$ cat src/rtl/spi_slave_if.sv
// Byte-oriented SPI slave, mode 0, MSB first.
// The SPI pins are oversampled on clk. Received bytes go to the command controller
// with a packet-start flag. The controller's pending TX byte is shifted out on MISO.
// Ports:
//   clk, reset            system clock; synchronous active-low reset
//   spi_sck/cs_n/mosi     asynchronous SPI master inputs
//   spi_miso, spi_miso_oe serial output and its enable
//   rxData, rxPacketStart last received byte and its first-in-packet flag
//   rxDataRdySet          one-cycle pulse when rxData/rxPacketStart update
//   txData, txDataFull    next TX byte and its pending flag
//   txDataFullClr         one-cycle pulse when txData is loaded into the shifter
//   txDataEmpty           the byte now being shifted is IDLE_BYTE
module spi_slave_if #(
    parameter logic [7:0]  IDLE_BYTE   = 8'hFF,
    parameter int unsigned SYNC_STAGES = 2
) (
    input  logic       clk,
    input  logic       reset,
    input  logic       spi_sck,
    input  logic       spi_cs_n,
    input  logic       spi_mosi,
    output logic       spi_miso,
    output logic       spi_miso_oe,
    output logic [7:0] rxData,
    output logic       rxPacketStart,
    output logic       rxDataRdySet,
    input  logic [7:0] txData,
    input  logic       txDataFull,
    output logic       txDataFullClr,
    output logic       txDataEmpty
);

    localparam int unsigned BYTE_W = 8;
    localparam int unsigned CNT_W  = 3;

    typedef enum logic {ST_IDLE, ST_ACTIVE} state_e;

    logic [SYNC_STAGES-1:0] sck_sync_q, cs_sync_q, mosi_sync_q;
    logic                   sck_prev_q, cs_prev_q;

    state_e              state_q, state_d;
    logic [CNT_W-1:0]    bit_cnt_q, bit_cnt_d;
    logic                first_byte_q, first_byte_d;
    logic [BYTE_W-1:0]   rx_shift_q, rx_shift_d;
    logic [BYTE_W-1:0]   tx_shift_q, tx_shift_d;
    logic                miso_q, miso_d;
    logic                miso_oe_q, miso_oe_d;
    logic [BYTE_W-1:0]   rx_data_q, rx_data_d;
    logic                rx_start_q, rx_start_d;
    logic                rx_rdy_q, rx_rdy_d;
    logic                tx_clr_q, tx_clr_d;
    logic                tx_empty_q, tx_empty_d;

    logic sck_s, cs_s, mosi_s;
    logic sck_rise_c, sck_fall_c, cs_fall_c, cs_rise_c;

    assign sck_s      = sck_sync_q[SYNC_STAGES-1];
    assign cs_s       = cs_sync_q[SYNC_STAGES-1];
    assign mosi_s     = mosi_sync_q[SYNC_STAGES-1];
    assign sck_rise_c = sck_s & ~sck_prev_q;
    assign sck_fall_c = ~sck_s & sck_prev_q;
    assign cs_fall_c  = ~cs_s & cs_prev_q;
    assign cs_rise_c  = cs_s & ~cs_prev_q;

    // State and output registers. The CS chain resets low, so a CS that is already
    // low at reset release does not produce a falling edge.
    always_ff @(posedge clk) begin
        if (!reset) begin
            sck_sync_q   <= '0;
            cs_sync_q    <= '0;
            mosi_sync_q  <= '0;
            sck_prev_q   <= 1'b0;
            cs_prev_q    <= 1'b0;
            state_q      <= ST_IDLE;
            bit_cnt_q    <= '0;
            first_byte_q <= 1'b1;
            rx_shift_q   <= '0;
            tx_shift_q   <= IDLE_BYTE;
            miso_q       <= 1'b1;
            miso_oe_q    <= 1'b0;
            rx_data_q    <= '0;
            rx_start_q   <= 1'b0;
            rx_rdy_q     <= 1'b0;
            tx_clr_q     <= 1'b0;
            tx_empty_q   <= 1'b1;
        end else begin
            sck_sync_q   <= {sck_sync_q[SYNC_STAGES-2:0], spi_sck};
            cs_sync_q    <= {cs_sync_q[SYNC_STAGES-2:0], spi_cs_n};
            mosi_sync_q  <= {mosi_sync_q[SYNC_STAGES-2:0], spi_mosi};
            sck_prev_q   <= sck_s;
            cs_prev_q    <= cs_s;
            state_q      <= state_d;
            bit_cnt_q    <= bit_cnt_d;
            first_byte_q <= first_byte_d;
            rx_shift_q   <= rx_shift_d;
            tx_shift_q   <= tx_shift_d;
            miso_q       <= miso_d;
            miso_oe_q    <= miso_oe_d;
            rx_data_q    <= rx_data_d;
            rx_start_q   <= rx_start_d;
            rx_rdy_q     <= rx_rdy_d;
            tx_clr_q     <= tx_clr_d;
            tx_empty_q   <= tx_empty_d;
        end
    end

    // Next-state logic: CS framing, RX shift/deliver, TX shift/load.
    always_comb begin
        state_d      = state_q;
        bit_cnt_d    = bit_cnt_q;
        first_byte_d = first_byte_q;
        rx_shift_d   = rx_shift_q;
        tx_shift_d   = tx_shift_q;
        miso_d       = miso_q;
        rx_data_d    = rx_data_q;
        rx_start_d   = rx_start_q;
        rx_rdy_d     = 1'b0;
        tx_clr_d     = 1'b0;
        tx_empty_d   = tx_empty_q;

        unique case (state_q)
            ST_IDLE: begin
                if (cs_fall_c) begin
                    state_d      = ST_ACTIVE;
                    bit_cnt_d    = '0;
                    first_byte_d = 1'b1;
                    if (txDataFull) begin
                        tx_shift_d = txData;
                        miso_d     = txData[BYTE_W-1];
                        tx_clr_d   = 1'b1;
                        tx_empty_d = 1'b0;
                    end else begin
                        tx_shift_d = IDLE_BYTE;
                        miso_d     = IDLE_BYTE[BYTE_W-1];
                        tx_empty_d = 1'b1;
                    end
                end
            end
            ST_ACTIVE: begin
                // CS release wins over any coincident SCK edge; partial bytes are dropped.
                if (cs_rise_c) begin
                    state_d = ST_IDLE;
                end else begin
                    if (sck_rise_c) begin
                        rx_shift_d = {rx_shift_q[BYTE_W-2:0], mosi_s};
                        bit_cnt_d  = CNT_W'(bit_cnt_q + CNT_W'(1));
                        if (bit_cnt_q == CNT_W'(7)) begin
                            rx_data_d    = {rx_shift_q[BYTE_W-2:0], mosi_s};
                            rx_start_d   = first_byte_q;
                            rx_rdy_d     = 1'b1;
                            first_byte_d = 1'b0;
                        end
                    end
                    if (sck_fall_c) begin
                        if (bit_cnt_q != '0) begin
                            tx_shift_d = {tx_shift_q[BYTE_W-2:0], 1'b0};
                            miso_d     = tx_shift_q[BYTE_W-2];
                        end else if (txDataFull) begin
                            tx_shift_d = txData;
                            miso_d     = txData[BYTE_W-1];
                            tx_clr_d   = 1'b1;
                            tx_empty_d = 1'b0;
                        end else begin
                            tx_shift_d = IDLE_BYTE;
                            miso_d     = IDLE_BYTE[BYTE_W-1];
                            tx_empty_d = 1'b1;
                        end
                    end
                end
            end
            default: state_d = ST_IDLE;
        endcase

        miso_oe_d = (state_d == ST_ACTIVE);
    end

    assign spi_miso      = miso_q;
    assign spi_miso_oe   = miso_oe_q;
    assign rxData        = rx_data_q;
    assign rxPacketStart = rx_start_q;
    assign rxDataRdySet  = rx_rdy_q;
    assign txDataFullClr = tx_clr_q;
    assign txDataEmpty   = tx_empty_q;

endmodule
$ cat config.mk
export PLATFORM = sky130hd
export DESIGN_NAME = spi_slave_if
export DESIGN_NICKNAME = d
export VERILOG_FILES = /design/src/rtl/spi_slave_if.sv
export SDC_FILE = /design/constraint.sdc
export NUM_CORES = 1
export LEC_CHECK = 0
export CAP_MARGIN = 20
export CELL_PAD_IN_SITES_DETAIL_PLACEMENT = 1
export CELL_PAD_IN_SITES_GLOBAL_PLACEMENT = 1
export CORE_ASPECT_RATIO = 1.4
export CORE_UTILIZATION = 40
export CTS_BUF_LIST = sky130_fd_sc_hd__clkbuf_16
export CTS_CLUSTER_DIAMETER = 60
export DETAILED_ROUTE_END_ITERATION = 8
export DONT_BUFFER_PORTS = 1
export GPL_TIMING_DRIVEN = 0
export PLACE_DENSITY = 0.68
export SYNTH_ARGS = -nofsm -noshare
export SYNTH_HDL_FRONTEND = slang
export SYNTH_SLANG_ARGS = --single-unit
$ cat constraint.sdc
create_clock -name clk -period 1.5 [get_ports clk]
set_input_delay 0.3 -clock clk [delete_from_list [all_inputs] [get_ports clk]]
set_output_delay 0.3 -clock clk [all_outputs]
set_load 0.03 [all_outputs]
==> results of run 1 <==
## worst max-delay path, delay by kind of cell (launching register included)
family,cells,cell delay [ns]
buffers and inverters,2,0.26
adders and majority gates,1,0.23
AOI/OAI and AO/OA,1,0.13
DFF,1,0.37
and+or+nand+nor,2,0.32
## power by group
part / switching [mW] / internal [mW]
logic: 0.0823 / 0.0461
registers: 0.0171 / 1.08
clock network: 0.410 / 0.775
total: 0.509 / 1.90
## logic make-up (layout without fill, tap and decap cells)
logic type      count (synthesis)  count (layout)
mux                             9               9
flops                          40              40
fa+ha+maj                       3               3
buf+inv                        25              32
compound gates                 49              49
simple gates                   59              59
## sequential cells by signal, indices dropped and copies added (netlist names)
name	count
rx_shift_q	7
sck_prev_q	1
cs_prev_q	1
txDataFullClr	1
rxData	8
cs_sync_q	2
spi_miso_oe	1
spi_miso	1
first_byte_q	1
mosi_sync_q	2
rxDataRdySet	1
tx_shift_q	7
txDataEmpty	1
rxPacketStart	1
sck_sync_q	2
bit_cnt_q	3
## through the flow
stage                     instances  instance area, sq um  util [%]
final                           237                  2030      48.4
after global placement          230                  1810      43.1
after floorplan                 185                  1760         -
after global routing            237                  2030      48.4
after CTS                       237                  1980      47.1
after detailed placement        230                  1810      43.1
## placed cells by master, fill, tap and decap left out, drive strengths merged, types with 6 or more instances in the layout
cell type  instances
nor3               7
mux2i              9
o31ai              7
a21oi             11
nand4             10
o311ai            18
buf               11
and2               9
a211oi             7
inv                6
nand2             18
clkbuf            13
dfxtp             40
## per-layer routing
layer	wire [um]	global-route usage, %	part of all wire [%]	vias to the layer above
li1	-	-	-	703
met1	1810	20.8	42	699
met2	2250	36.2	52	33
met3	153	4.19	3.6	8
met4	82	9.52	1.9	0
met5	0	0	0	-
## final cells by class
class	count	area [sq um]
Sequential cell	40	805
Inverter	5	18.8
Multi-Input combinational cell	120	870
Clock inverter	3	38.8
Buffer	19	121
Clock buffer	5	125
Fill cell	478	2170
Tap cell	45	56.3
## path summary, 6_finish.rpt
kind         cells past startpoint      startpoint  slack (ns)             end
max reg2reg                      6    bit_cnt_q[0]        0.03   tx_shift_q[2]
max                              6    bit_cnt_q[0]        0.03   tx_shift_q[2]
min                              1        spi_mosi        0.15  mosi_sync_q[0]
min reg2reg                      1  mosi_sync_q[0]        0.44  mosi_sync_q[1]
==> run summary, run 1 <==
================================================================================
Tightest Pin Transition                                                 0.534 ns
Setup violation total in the final timing report                               0
Kind of end point of the critical path                                 flip-flop
First-pass iteration count of the detailed router                              6
Initial antenna violation count                                                0
Overflow after GRT                                                             0
Multiplexer area fraction after synthesis                                  5.13%
Critical Path Source Type                                              flip-flop
Cells along the critical path                                       inv_1 > ha_1 > nor2b_1 > clkbuf_4 > nor3_1 > o311ai_1
Max Cap Violations                                                             0
Slowest cell on crit path                                                dfxtp_1
Max_slew headroom                                                          64.4%
Average vias per placed instance                                            6.09
Worst Path Max Fanout                                                          9
Synthesized-area fraction occupied by ao, oa, aoi and oai cells            21.1%
Time the final worst path needs with I/O delays and setup                1.47 ns
Post-Synth Adder-Cell Area                                                 2.14%
Critical path class                                                      reg2reg
Path category of the worst min-delay check                                in2reg
Failing checks                                                               DRC
Post_cts resized                                                               4
Cell row count                                                                28
Post-detailed-route wirelength per cell                                  18.1 um
Xor and xnor fraction of the mapped netlist area                              0%
DRC violation total after the first TritonRoute iteration                     32
Effective utilization at floorplan                                         41.8%
Total power draw                                                         2.41 mW
Number of enable flip-flop cells after synthesis                               0
Sum of net half-perimeters after detailed placement                      3.01 mm
Setup clock skew after layout                                         0.00292 ns
Master cell of the clock root buffer                                   clkbuf_16
Layout area overhead                                                       15.9%
Final number of max-transition violations                                      0
RSZ-0062 raised after global routing                                        true
CTS H-tree lvls                                                                2
Final setup TNS                                                             0 ns
Maximum number of pins on one net before global-route repair                  13
Tcrit/Tclk final                                                           97.9%
Global-route wire length before repair                                   6.94 mm
TritonCTS clock tree                                                         yes
Post-CTS setup buffer count                                                    0
Total of buffers placed on input and output ports                              0
Total leakage power                                                     0.683 nW
Run status                                                          finished with violations
Leading cell types by count after synthesis                         dfxtp_1, nand2_1, o311ai_1, a21oi_1, nand4_1
Number of global-route vias before repair                                   1513
Worst-Skew Late Latency                                                  0.28 ns
# nets final                                                                 208
Setup WS post-layout                                                   0.0310 ns
Maximum achievable frequency                                             681 MHz
Final hold slack                                                        0.146 ns
Endpoints failing hold                                                         0
Die width                                                                58.0 um
Number of clock sinks seen by CTS                                             40
Most repeated cell in the gate-level netlist after synthesis             dfxtp_1
Fraction of layout cells with a size suffix above 1                        15.6%
Required time of the critical path                                       1.63 ns
Netlist area before placement                                         1760 sq um
Post-Syn Nets                                                                202
Yosys Warn Count                                                               0
Count of boundary I/O pins                                                    28
DRC errors left                                                                1
Dominant combinational cell family by area after synthesis          compound AO/OA/AOI/OAI gates
Largest stage delay, worst path                                          0.37 ns
Routability congestion estimate                                            0.727
Synth async-reset ratio                                                       0%
Dominant cell type by area after synthesis                               dfxtp_1
Quantity of hold-fixing buffers added after cts                                0
Most used DFF post-synth                                                 dfxtp_1
Number of CTS-inserted buffers                                                 5
Vias after detailed routing                                                 1443
Register bit count reported by yosys                                          40
Mean instance size in the synthesized netlist                         9.49 sq um
Worst path arrival time                                                  1.60 ns
Core Footprint                                                        4200 sq um
Synth Instances                                                              185
DRT Wirelength                                                           4.30 mm
Maximum root-to-sink buffer count                                              2
DP Worst Slack                                                         -0.163 ns
IR drop worst, VDD                                                      0.672 mV
Clock transition at path regs                                            0.06 ns
Share of synthesized cell area in and, or, nand and nor gates              18.7%
Largest cells by area after synthesis                               dfxtp_1, o311ai_1, mux2i_1, nand2_1, nand4_1
Total power divided by cell area                                    1180 nW/um^2
Global router's overall resource usage                                     19.7%
Diodes inserted                                                                0
Overall die height                                                       80.4 um
Fraction of post-synthesis cell area in the top cell type by area          45.6%
Count of distinct cell types in the synthesized netlist                       32
Post-synthesis sequential area ratio                                       45.6%
Antenna-violating nets left                                                    0
Die Area                                                              4660 sq um
================================================================================
Note: power is estimated with default switching activity, not from simulation.
==> run 2: changes to the inputs <==
Settings changed: GPL_ROUTABILITY_DRIVEN from default to 0, PLACE_DENSITY 0.68 to 0.74.
==> run 2 against run 1 <==
Effect of this change: the run still ends with DRC left; register-to-register slack better by 0.02 ns; design area is 0.18% lower; first-iteration DRC count grew 56%; sequential share of layout area is 0.20 points higher.
==> run summary, run 2 (synthesis results as in run 1) <==
===========================================================================
# nets final                                                            208
Antenna-violating nets left                                               0
Die width                                                           58.0 um
Cell row count                                                           28
Endpoints failing hold                                                    0
Max_slew headroom                                                     65.8%
Number of global-route vias before repair                              1564
Fraction of layout cells with a size suffix above 1                   17.2%
Diodes inserted                                                           0
Overflow after GRT                                                        0
Share of the core filled with cells in the final layout               48.3%
Failing checks                                                          DRC
Sum of net half-perimeters after detailed placement                 3.25 mm
Commonest non-fill, non-tap cells in the layout                dfxtp_1, nand2_1, o311ai_1
Number of CTS-inserted buffers                                            5
Die Area                                                         4660 sq um
Final hold slack                                                   0.144 ns
Tightest Pin Transition                                            0.514 ns
Maximum number of pins on one net before global-route repair             13
Relative contribution of the clock network to total power             49.2%
Final number of max-transition violations                                 0
Clock transition at path regs                                       0.06 ns
DRT Wirelength                                                      4.58 mm
Internal power summed over all cells                                1.90 mW
Layout area overhead                                                  15.7%
Count of boundary I/O pins                                               28
Tcrit/Tclk final                                                      96.8%
Run status                                                     finished with violations
Total leakage power                                                0.685 nW
Number of clock sinks seen by CTS                                        40
Fillcell total                                                          481
Global router's overall resource usage                                21.1%
Average vias per placed instance                                       6.12
Power share of the sequential group                                   45.5%
Setup clock skew after layout                                    0.00604 ns
Critical Path Source Type                                         flip-flop
Beginning of the worst hold path                                   spi_cs_n
Time the final worst path needs with I/O delays and setup           1.45 ns
Total of buffers placed on input and output ports                         0
Worst-Skew Late Latency                                             0.28 ns
DRC violation total after the first TritonRoute iteration                50
Multi-input gate area                                             863 sq um
Global-route wire length before repair                              7.40 mm
Core Footprint                                                   4200 sq um
Initial antenna violation count                                           0
Sequential cell area                                              807 sq um
Overall die height                                                  80.4 um
Relative contribution of combinational cells to total power            5.3%
Most common cell after layout, fill and taps aside                  dfxtp_1
Master cell of the clock root buffer                              clkbuf_16
Net switching power figure                                           513 uW
CTS H-tree lvls                                                           2
Flip-flop count of the largest register after layout                      8
Kind of end point of the critical path                            flip-flop
Post-detailed-route wirelength per cell                             19.3 um
IR drop worst, VDD                                                 0.644 mV
Setup violation total in the final timing report                          0
Max Cap Violations                                                        0
Worst Path Max Fanout                                                    10
Worst reg2reg path startpoint                                   spi_miso_oe
DRC errors left                                                           1
RSZ-0062 raised after global routing                                   true
Required time of the critical path                                  1.64 ns
Total power divided by cell area                               1190 nW/um^2
Maximum root-to-sink buffer count                                         2
First-pass iteration count of the detailed router                         6
Critical path class                                                 reg2reg
Vias after detailed routing                                            1451
Worst path arrival time                                             1.59 ns
Path category of the worst min-delay check                           in2reg
CP startpoint                                                   spi_miso_oe
Switching part of the total                                           21.3%
TritonCTS clock tree                                                    yes
Maximum achievable frequency                                        689 MHz
Effective utilization at floorplan                                    41.8%
===========================================================================
## run 2: cell types whose count changed in the layout (fill, tap and decap cells not counted), moves of 2 or more
cell | previous run | this run
dfxtp_1 | 39 | 37
clkbuf_4 | 2 | 0
o311ai_1 | 13 | 15
buf_4 | 2 | 4
o311ai_2 | 3 | 1
dfxtp_2 | 0 | 2
## run 2: critical path, stage by stage, from the launching register on
cell	delay, ns
dfxtp_4	0.42
inv_2	0.06
buf_2	0.19
buf_4	0.21
o311ai_1	0.30
o311ai_1	0.14
## run 2: worst paths after layout
kind / to / slack (ns) / cells past startpoint
worst max register to register: tx_shift_q[5] / 0.05 / 5
worst max-delay path: tx_shift_q[5] / 0.05 / 5
worst min register to register: mosi_sync_q[1] / 0.44 / 1
worst min-delay path: cs_sync_q[0] / 0.14 / 1
## run 2: repair_timing
item | 4_1_cts | 5_1_grt
endpoints found under the setup margin | 30 | 14
hold buffers | 0 | 0
pin swaps | 0 | 2
gates resized for setup | 4 | 18
setup buffers | 0 | 0
## run 2: cell type report
type,count,share of cell area [%]
Tap cell,45,2.77
Clock inverter,3,1.91
Multi-Input combinational cell,120,42.5
Sequential cell,40,39.7
Inverter,5,0.924
Buffer,19,5.98
Clock buffer,5,6.16
## run 2: stage by stage
step | TNS, ns | total power [mW] | cells | setup WS (ns) | instance area, sq um
6_report | 0 | 2.41 | 237 | 0.0487 | 2030
5_1_grt | -0.0246 | 2.50 | 237 | -0.0152 | 2030
2_1_floorplan | 0 | 1.21 | 185 | 0.0553 | 1760
4_1_cts | 0 | 2.42 | 237 | 0.00673 | 1980
3_3_place_gp | -2.21 | 1.23 | 230 | -0.0987 | 1810
3_5_place_dp | -3.72 | 1.24 | 230 | -0.179 | 1810
## run 2: layer usage
layer / vias to the layer above / GRT usage, % / share of wire [%]
met1: 713 / 21.2 / 38
met4: 0 / 9.29 / 1.6
met3: 10 / 4.99 / 3.6
met5: - / 0 / 0
met2: 31 / 40.2 / 57
li1: 697 / - / -
## run 2: power by group through the flow
stage | combinational [mW] | clock [mW] | sequential, mW
finish | 0.128 | 1.19 | 1.10
global placement | 0.113 | 0 | 1.12
CTS | 0.121 | 1.21 | 1.10
floorplan | 0.0903 | 0 | 1.12
detailed placement | 0.121 | 0 | 1.12
global route | 0.140 | 1.26 | 1.10
